`src/rtl/boost_reg_control_pkg.sv`:
```
// boost_reg_control_pkg: TRSpec field offsets and width helpers shared by the boost control block
package boost_reg_control_pkg;
  // Each TRSpec slot field is packed as {valid, level}, with the level field at the bottom.
  localparam int BOOST_LSB = 0;
  // The valid bit sits directly above a level field of width lw.
  function automatic int validBit(input int lw);
    return BOOST_LSB + lw;
  endfunction
  // Bits needed to encode 0..n-1, never less than one.
  function automatic int clog2(input int n);
    int r;
    r = 1;
    while ((1 << r) < n) r++;
    return r;
  endfunction
endpackage

```
`src/rtl/boost_pend_level.sv`:
```
// boost_pend_level: pending-boosted-write flag for one boost level
module boost_pend_level (
  input  logic Phi1,
  input  logic nReset,
  input  logic clr,
  input  logic shift,
  input  logic accum,
  input  logic shiftIn,
  input  logic newWrite,
  output logic pend
);
  // The operations are tried in order: clear on squash or exception, shift down on commit,
  // otherwise accumulate new writes, and hold while stalled.
  always_ff @(posedge Phi1 or negedge nReset)
    if (!nReset) pend <= 1'b0;
    else pend <= clr ? 1'b0 : shift ? shiftIn : accum ? (pend | newWrite) : pend;
endmodule

```
`src/rtl/boost_reg_control.sv`:
```
// boost_reg_control: shadow-bank write, commit/squash and exception classification control
module boost_reg_control
  import boost_reg_control_pkg::*;
#(
  parameter  int NSLOT  = 2,
  parameter  int NBOOST = 1,
  parameter  int HIST   = 2,
  localparam int LW     = clog2(NBOOST + 1)
) (
  input  logic                    Phi1,
  input  logic                    nReset,
  input  logic                    Except_s1w,
  input  logic                    Stall_s1,
  input  logic                    Commit_s1e,
  input  logic                    Squash_s1e,
  input  logic [NSLOT-1:0]        SDSpec_w,
  input  logic [NSLOT*(LW+1)-1:0] TRSpec_w,
  output logic [NSLOT-1:0]        WBen_v1w,
  output logic [NSLOT-1:0]        DestPtr_v1e,
  output logic [NSLOT-1:0]        BnValid_v1e,
  output logic                    Commit_v1e,
  output logic                    Squash_v1e,
  output logic                    AfterBr_v1e,
  output logic                    SeqDefault_v1e,
  output logic                    SlotExcept_v1w,
  output logic                    BrExcept_v1w,
  output logic                    SeqPtr_s1,
  output logic [NBOOST-1:0]       BoostPend_s1
);
  localparam int VALID_BIT = validBit(LW);
  logic [NSLOT-1:0][LW-1:0] lvl;
  logic [NSLOT-1:0]         lvlOk;
  logic [NBOOST+1:1]        nw;
  logic [NBOOST+1:1]        pendX;
  logic [HIST-1:0]          prevCommit;
  assign pendX = {1'b0, BoostPend_s1};
  // Decode each slot's level. Levels above NBOOST are illegal and never mark a pending write.
  always_comb begin
    lvl = '0;
    lvlOk = '0;
    WBen_v1w = '0;
    BnValid_v1e = '0;
    DestPtr_v1e = '0;
    nw = '0;
    for (int i = 0; i < NSLOT; i++) begin
      lvl[i] = TRSpec_w[i*(LW+1)+BOOST_LSB +: LW];
      lvlOk[i] = TRSpec_w[i*(LW+1)+VALID_BIT] & (lvl[i] <= LW'(NBOOST));
      WBen_v1w[i] = SDSpec_w[i] & ~Except_s1w;
      BnValid_v1e[i] = lvlOk[i] & (lvl[i] != '0);
      DestPtr_v1e[i] = (lvl[i] == '0) ? SeqPtr_s1 : ~SeqPtr_s1;
      for (int k = 1; k <= NBOOST; k++) nw[k] = nw[k] | (BnValid_v1e[i] & (lvl[i] == LW'(k)));
    end
  end
  // Squash takes priority over a simultaneous commit. Stalls and exceptions block both.
  assign Squash_v1e     = Squash_s1e & ~Stall_s1 & ~Except_s1w;
  assign Commit_v1e     = Commit_s1e & ~Squash_s1e & ~Stall_s1 & ~Except_s1w;
  assign AfterBr_v1e    = ((Commit_s1e | Squash_s1e) & ~Stall_s1) | Except_s1w;
  assign SlotExcept_v1w = Except_s1w & |prevCommit[HIST-1:1];
  assign BrExcept_v1w   = Except_s1w & prevCommit[0] & ~SlotExcept_v1w;
  assign SeqDefault_v1e = ~Commit_v1e & ~BrExcept_v1w & ~SlotExcept_v1w;
  // On commit, level k+1 moves down to level k. Writes seen in the same cycle still use pre-commit numbering.
  for (genvar k = 1; k <= NBOOST; k++) begin : g_lvl
    boost_pend_level u_lvl (
      .Phi1     (Phi1),
      .nReset   (nReset),
      .clr      (Except_s1w | Squash_v1e),
      .shift    (Commit_v1e),
      .accum    (~Stall_s1),
      .shiftIn  (pendX[k+1] | nw[k+1]),
      .newWrite (nw[k]),
      .pend     (BoostPend_s1[k-1])
    );
  end
  // The shadow bank becomes architectural when a commit retires level-1 writes.
  always_ff @(posedge Phi1 or negedge nReset)
    if (!nReset) SeqPtr_s1 <= 1'b0;
    else if (Commit_v1e & (pendX[1] | nw[1])) SeqPtr_s1 <= ~SeqPtr_s1;
  // Commit history tracks how many slots ago the branch resolved. It is frozen while stalled.
  always_ff @(posedge Phi1 or negedge nReset)
    if (!nReset) prevCommit <= '0;
    else if (Except_s1w) prevCommit <= '0;
    else if (!Stall_s1) prevCommit <= {prevCommit[HIST-2:0], Commit_s1e};
endmodule

```
`config.mk`:
```
export PLATFORM = sky130hd
export DESIGN_NAME = boost_reg_control
export DESIGN_NICKNAME = d
export VERILOG_FILES = /design/src/rtl/boost_reg_control_pkg.sv /design/src/rtl/boost_pend_level.sv /design/src/rtl/boost_reg_control.sv
export SDC_FILE = /design/constraint.sdc
export NUM_CORES = 1
export LEC_CHECK = 0
export ABC_AREA = 0
export BUFFER_PORTS_ARGS = -buffer_cell sky130_fd_sc_hd__buf_2
export CORE_AREA = 2 2 39 41
export DETAILED_ROUTE_END_ITERATION = 7
export DIE_AREA = 0 0 41 43
export GPL_TIMING_DRIVEN = 0
export REMOVE_ABC_BUFFERS = 1
export SYNTH_ARGS = -nofsm -noshare
export SYNTH_HDL_FRONTEND = slang
export SYNTH_SLANG_ARGS = --single-unit
```
`constraint.sdc`:
```
create_clock -name Phi1 -period 2.07 [get_ports Phi1]
set_input_delay 0.1035 -clock Phi1 [delete_from_list [all_inputs] [get_ports Phi1]]
set_output_delay 0.1035 -clock Phi1 [all_outputs]
set_load 0.02 [all_outputs]
```
==> metrics.txt <==
# TYPE chip_impl_metric gauge
chip_impl_metric{name="num_io_pins",unit=""} 26
chip_impl_metric{name="dp_cells",unit=""} 68
chip_impl_metric{name="insertion_delay",unit="ns"} 0.23
chip_impl_metric{name="syn_inst",unit=""} 29
chip_impl_metric{name="post-route-drc-count",unit=""} 0
chip_impl_info{name="synth.top_cells.by_area",value="sky130_fd_sc_hd__dfrtp_1, sky130_fd_sc_hd__nor4b_4, sky130_fd_sc_hd__mux2i_1"} 1
chip_impl_metric{name="total_congestion_overflow",unit=""} 0
chip_impl_metric{name="clk_slew_on_worst_s_h_paths",unit="ns"} 0.03
chip_impl_metric{name="finalNonFillerCells",unit=""} 72
chip_impl_metric{name="drv_slew",unit=""} 0
chip_impl_metric{name="routabilityCongestion",unit=""} 0.652
chip_impl_metric{name="grt_pass1_vias",unit=""} 244
chip_impl_metric{name="hold_viol_final",unit=""} 0
chip_impl_metric{name="worst_clock_skew",unit="ns"} 0.0000228
chip_impl_metric{name="number_of_drc_markers_after_the_initial_detailed_route_iteration",unit=""} 0
chip_impl_metric{name="critical_path_arrival",unit="ns"} 1.04
chip_impl_metric{name="clock_sink_count",unit=""} 4
chip_impl_metric{name="finalWirelength",unit="um"} 630
chip_impl_metric{name="normalized_max_slew_margin",unit=""} 0.810
chip_impl_info{name="cts_tree",value="done"} 1
chip_impl_info{name="end_kind",value="output pin"} 1
chip_impl_info{name="crit_slowest_cell",value="sky130_fd_sc_hd__dfrtp_1"} 1
chip_impl_metric{name="detailed_place.area",unit="um2"} 419
chip_impl_metric{name="n_antenna_cell",unit=""} 0
chip_impl_metric{name="fin_nets",unit=""} 70
chip_impl_metric{name="cp_max_fo",unit=""} 4
chip_impl_metric{name="timing.critical_path.buf_inv",unit=""} 1
chip_impl_metric{name="grt_first_pass_wirelength",unit="um"} 855
chip_impl_metric{name="vias",unit=""} 288
chip_impl_metric{name="syn_to_final_growth",unit="%"} 55.6
chip_impl_metric{name="synth_sequential_area_ratio",unit=""} 0.345
chip_impl_metric{name="ys.warnings.count",unit=""} 0
chip_impl_metric{name="post-synth-top-area-fraction",unit=""} 0.345
chip_impl_info{name="rsz0062_at_grt",value="no"} 1
chip_impl_info{name="crit_path_start_kind",value="flip-flop"} 1
chip_impl_metric{name="maximum_number_of_pins_on_one_net_before_global_route_repair",unit=""} 11
chip_impl_info{name="synth_largest_area_cell",value="sky130_fd_sc_hd__dfrtp_1"} 1
chip_impl_metric{name="static-leakage-power",unit="nW"} 0.248
chip_impl_metric{name="chipWidth",unit="um"} 41
chip_impl_metric{name="vdd_ir_drop_max",unit="mV"} 0.295
chip_impl_metric{name="place.detailed.hpwl",unit="um"} 540
chip_impl_metric{name="largest_incremental_delay_on_the_critical_path",unit="ns"} 0.39
chip_impl_metric{name="synth_area_per_cell",unit="um2"} 10.0
chip_impl_metric{name="synth.distinct_cells",unit=""} 17
chip_impl_metric{name="final.min_clock_period",unit="ns"} 1.14
chip_impl_metric{name="post-route-period-util",unit=""} 0.551
chip_impl_metric{name="final_antenna_net_count",unit=""} 0
chip_impl_metric{name="floorplan.core_area",unit="mm2"} 0.00138
chip_impl_metric{name="drv_cap",unit=""} 0
chip_impl_info{name="clock_tree.root_cell",value="sky130_fd_sc_hd__clkbuf_4"} 1
chip_impl_info{name="path_delay_family",value="flip-flops"} 1
chip_impl_metric{name="firstDrtPassIters",unit=""} 1
chip_impl_metric{name="max-clock-path-buffers",unit=""} 2
chip_impl_metric{name="ctsResizeCount",unit=""} 0
chip_impl_info{name="top_layer",value="met3"} 1
chip_impl_metric{name="design.die.area",unit="mm2"} 0.00176
chip_impl_metric{name="final-setup-viol-count",unit=""} 0
chip_impl_metric{name="post_synth_instance_area",unit="um2"} 290
chip_impl_metric{name="yosys_register_bits",unit=""} 4
chip_impl_metric{name="wl_met1",unit="um"} 240
chip_impl_metric{name="vertical_die_dimension",unit="um"} 43
chip_impl_metric{name="timing.fmax",unit="MHz"} 876
chip_impl_metric{name="setup_total_negative_slack",unit="ns"} 0
chip_impl_metric{name="route.met2.wl",unit="um"} 356
chip_impl_metric{name="floorplan.initialDensity",unit=""} 0.210
chip_impl_metric{name="numPortBuffers",unit=""} 25
chip_impl_metric{name="gr-usage-all-layers",unit=""} 0.0767
chip_impl_metric{name="routed_via_density",unit=""} 4.00
chip_impl_metric{name="antenna_violations_before_repair",unit=""} 0
chip_impl_metric{name="pwr_density_cell",unit="mW/mm2"} 779
chip_impl_metric{name="post_drt_wl_per_cell",unit="um"} 8.75
chip_impl_info{name="timing.critical_path.cells",value="o21a_1, nor2_1, buf_2"} 1
chip_impl_metric{name="transition_time_of_the_tightest_slew_check_pin",unit="ns"} 0.284
chip_impl_metric{name="cts_inserted_buffers",unit=""} 3
chip_impl_metric{name="filler_cell_count",unit=""} 143
chip_impl_metric{name="proportion_of_layout_cells_with_a_drive_suffix_above_1",unit=""} 0.518
chip_impl_metric{name="critical_path_required",unit="ns"} 1.97
chip_impl_metric{name="detailroute.wirelength.met3",unit="um"} 33
chip_impl_info{name="crit_type",value="reg -> out"} 1
chip_impl_info{name="hold_path.class",value="in -> reg"} 1
chip_impl_metric{name="cts_max_level",unit=""} 1
chip_impl_metric{name="final_design_area_no_fill",unit="um2"} 452
chip_impl_info{name="outcome",value="finished, final reports clean"} 1
chip_impl_metric{name="row_count",unit=""} 14
## final timing paths
kind	start	end	slack [ns]	depth (start not counted)
worst max register to register	g_lvl[1].u_lvl.pend$_DFFE_PN0P_	SeqPtr_s1$_DFFE_PN0P_	1.07	3
worst min register to register	SeqPtr_s1$_DFFE_PN0P_	SeqPtr_s1$_DFFE_PN0P_	0.56	1
worst max-delay path	prevCommit[1]$_DFFE_PN0P_	SeqDefault_v1e	0.93	3
max in group asynchronous	nReset	prevCommit[0]$_DFFE_PN0P_	1.75	2
min in group asynchronous	nReset	g_lvl[1].u_lvl.pend$_DFFE_PN0P_	0.20	2
worst min-delay path	Commit_s1e	prevCommit[0]$_DFFE_PN0P_	0.17	3
## per-layer routing
metal	global-route usage	up-vias
li1	-	151
met1	0.0784	132
met2	0.106	5
met3	0.0314	0
met4	0.0800	0
met5	0	-
## power by group
| part | internal [mW] | total (mW) | leakage, nW | switching, mW |
|---|---|---|---|---|
| Combinational | 0.0607 | 0.151 | 0.181 | 0.0903 |
| Clock | 0.0646 | 0.0934 | 0.0138 | 0.0287 |
| Sequential | 0.0911 | 0.107 | 0.0527 | 0.0161 |
## tightest hold or removal path, stage by stage
cell and delay, ns:
sky130_fd_sc_hd__buf_2 0.10, sky130_fd_sc_hd__mux2i_1 0.06, sky130_fd_sc_hd__nor2_1 0.08
## repair_timing
item,4_1_cts,5_1_grt
hold buffers,1,0
buffers inserted,0,0
hold endpoints to repair,4,0
## synth_stat cells
| master | count |
|---|---|
| sky130_fd_sc_hd__and2_1 | 3 |
| sky130_fd_sc_hd__nor3_1 | 1 |
| sky130_fd_sc_hd__nand2b_1 | 1 |
| sky130_fd_sc_hd__nor2b_1 | 3 |
| sky130_fd_sc_hd__and3b_1 | 1 |
| sky130_fd_sc_hd__mux2i_1 | 2 |
| sky130_fd_sc_hd__buf_2 | 1 |
| sky130_fd_sc_hd__nor2_1 | 4 |
| sky130_fd_sc_hd__o21bai_1 | 1 |
| sky130_fd_sc_hd__xor2_1 | 2 |
| sky130_fd_sc_hd__dfrtp_1 | 4 |
| sky130_fd_sc_hd__buf_6 | 1 |
| sky130_fd_sc_hd__xnor2_1 | 1 |
| sky130_fd_sc_hd__o21a_1 | 1 |
| sky130_fd_sc_hd__a221oi_1 | 1 |
| sky130_fd_sc_hd__nor3b_1 | 1 |
| sky130_fd_sc_hd__nor4b_4 | 1 |
## cells in the final DEF, fill, tap and decap left out
cell type / n
sky130_fd_sc_hd__xor2_1: 2
sky130_fd_sc_hd__and3b_1: 1
sky130_fd_sc_hd__nor2_1: 4
sky130_fd_sc_hd__buf_2: 25
sky130_fd_sc_hd__o21bai_1: 1
sky130_fd_sc_hd__nor3b_1: 1
sky130_fd_sc_hd__o21a_1: 1
sky130_fd_sc_hd__nor4b_4: 1
sky130_fd_sc_hd__mux2i_1: 2
sky130_fd_sc_hd__nor2b_1: 3
sky130_fd_sc_hd__dfrtp_1: 4
sky130_fd_sc_hd__a221oi_1: 1
sky130_fd_sc_hd__dlygate4sd3_1: 1
sky130_fd_sc_hd__clkbuf_4: 3
sky130_fd_sc_hd__nor3_1: 1
sky130_fd_sc_hd__nand2b_1: 1
sky130_fd_sc_hd__and2_1: 3
sky130_fd_sc_hd__xnor2_1: 1
## stage by stage
step	total power, mW	hold slack (ns)	setup slack [ns]	utilization
floorplan	0.198	-0.192	1.03	-
global placement	0.260	-0.0905	1.06	0.303
detailed placement	0.261	-0.0892	1.07	0.303
CTS	0.361	0.172	0.911	0.326
global route	0.381	0.175	0.863	0.326
finish	0.352	0.167	0.929	0.326
## sequential cells by signal, indices dropped and copies added (netlist names)
signal            cells
SeqPtr_s1             1
g_lvl.u_lvl.pend      1
prevCommit            2
## cell type report
class | instances | area [um2] | area share
multi-input combinational | 23 | 174 | 0.385
timing repair buffer | 26 | 135 | 0.299
sequential | 4 | 100 | 0.222
clock buffer | 3 | 22.5 | 0.0499
tap | 16 | 20.0 | 0.0443
## cell families after synthesis
| group | after synthesis | synth area share |
|---|---|---|
| AO/OA/AOI/OAI | 3 | 0.0819 |
| XOR/XNOR | 3 | 0.0905 |
| buffers and inverters | 2 | 0.0560 |
| flip-flops | 4 | 0.345 |
| multiplexers | 2 | 0.0690 |
| AND/OR/NAND/NOR | 15 | 0.358 |
Power figures use the tool's default switching activity.
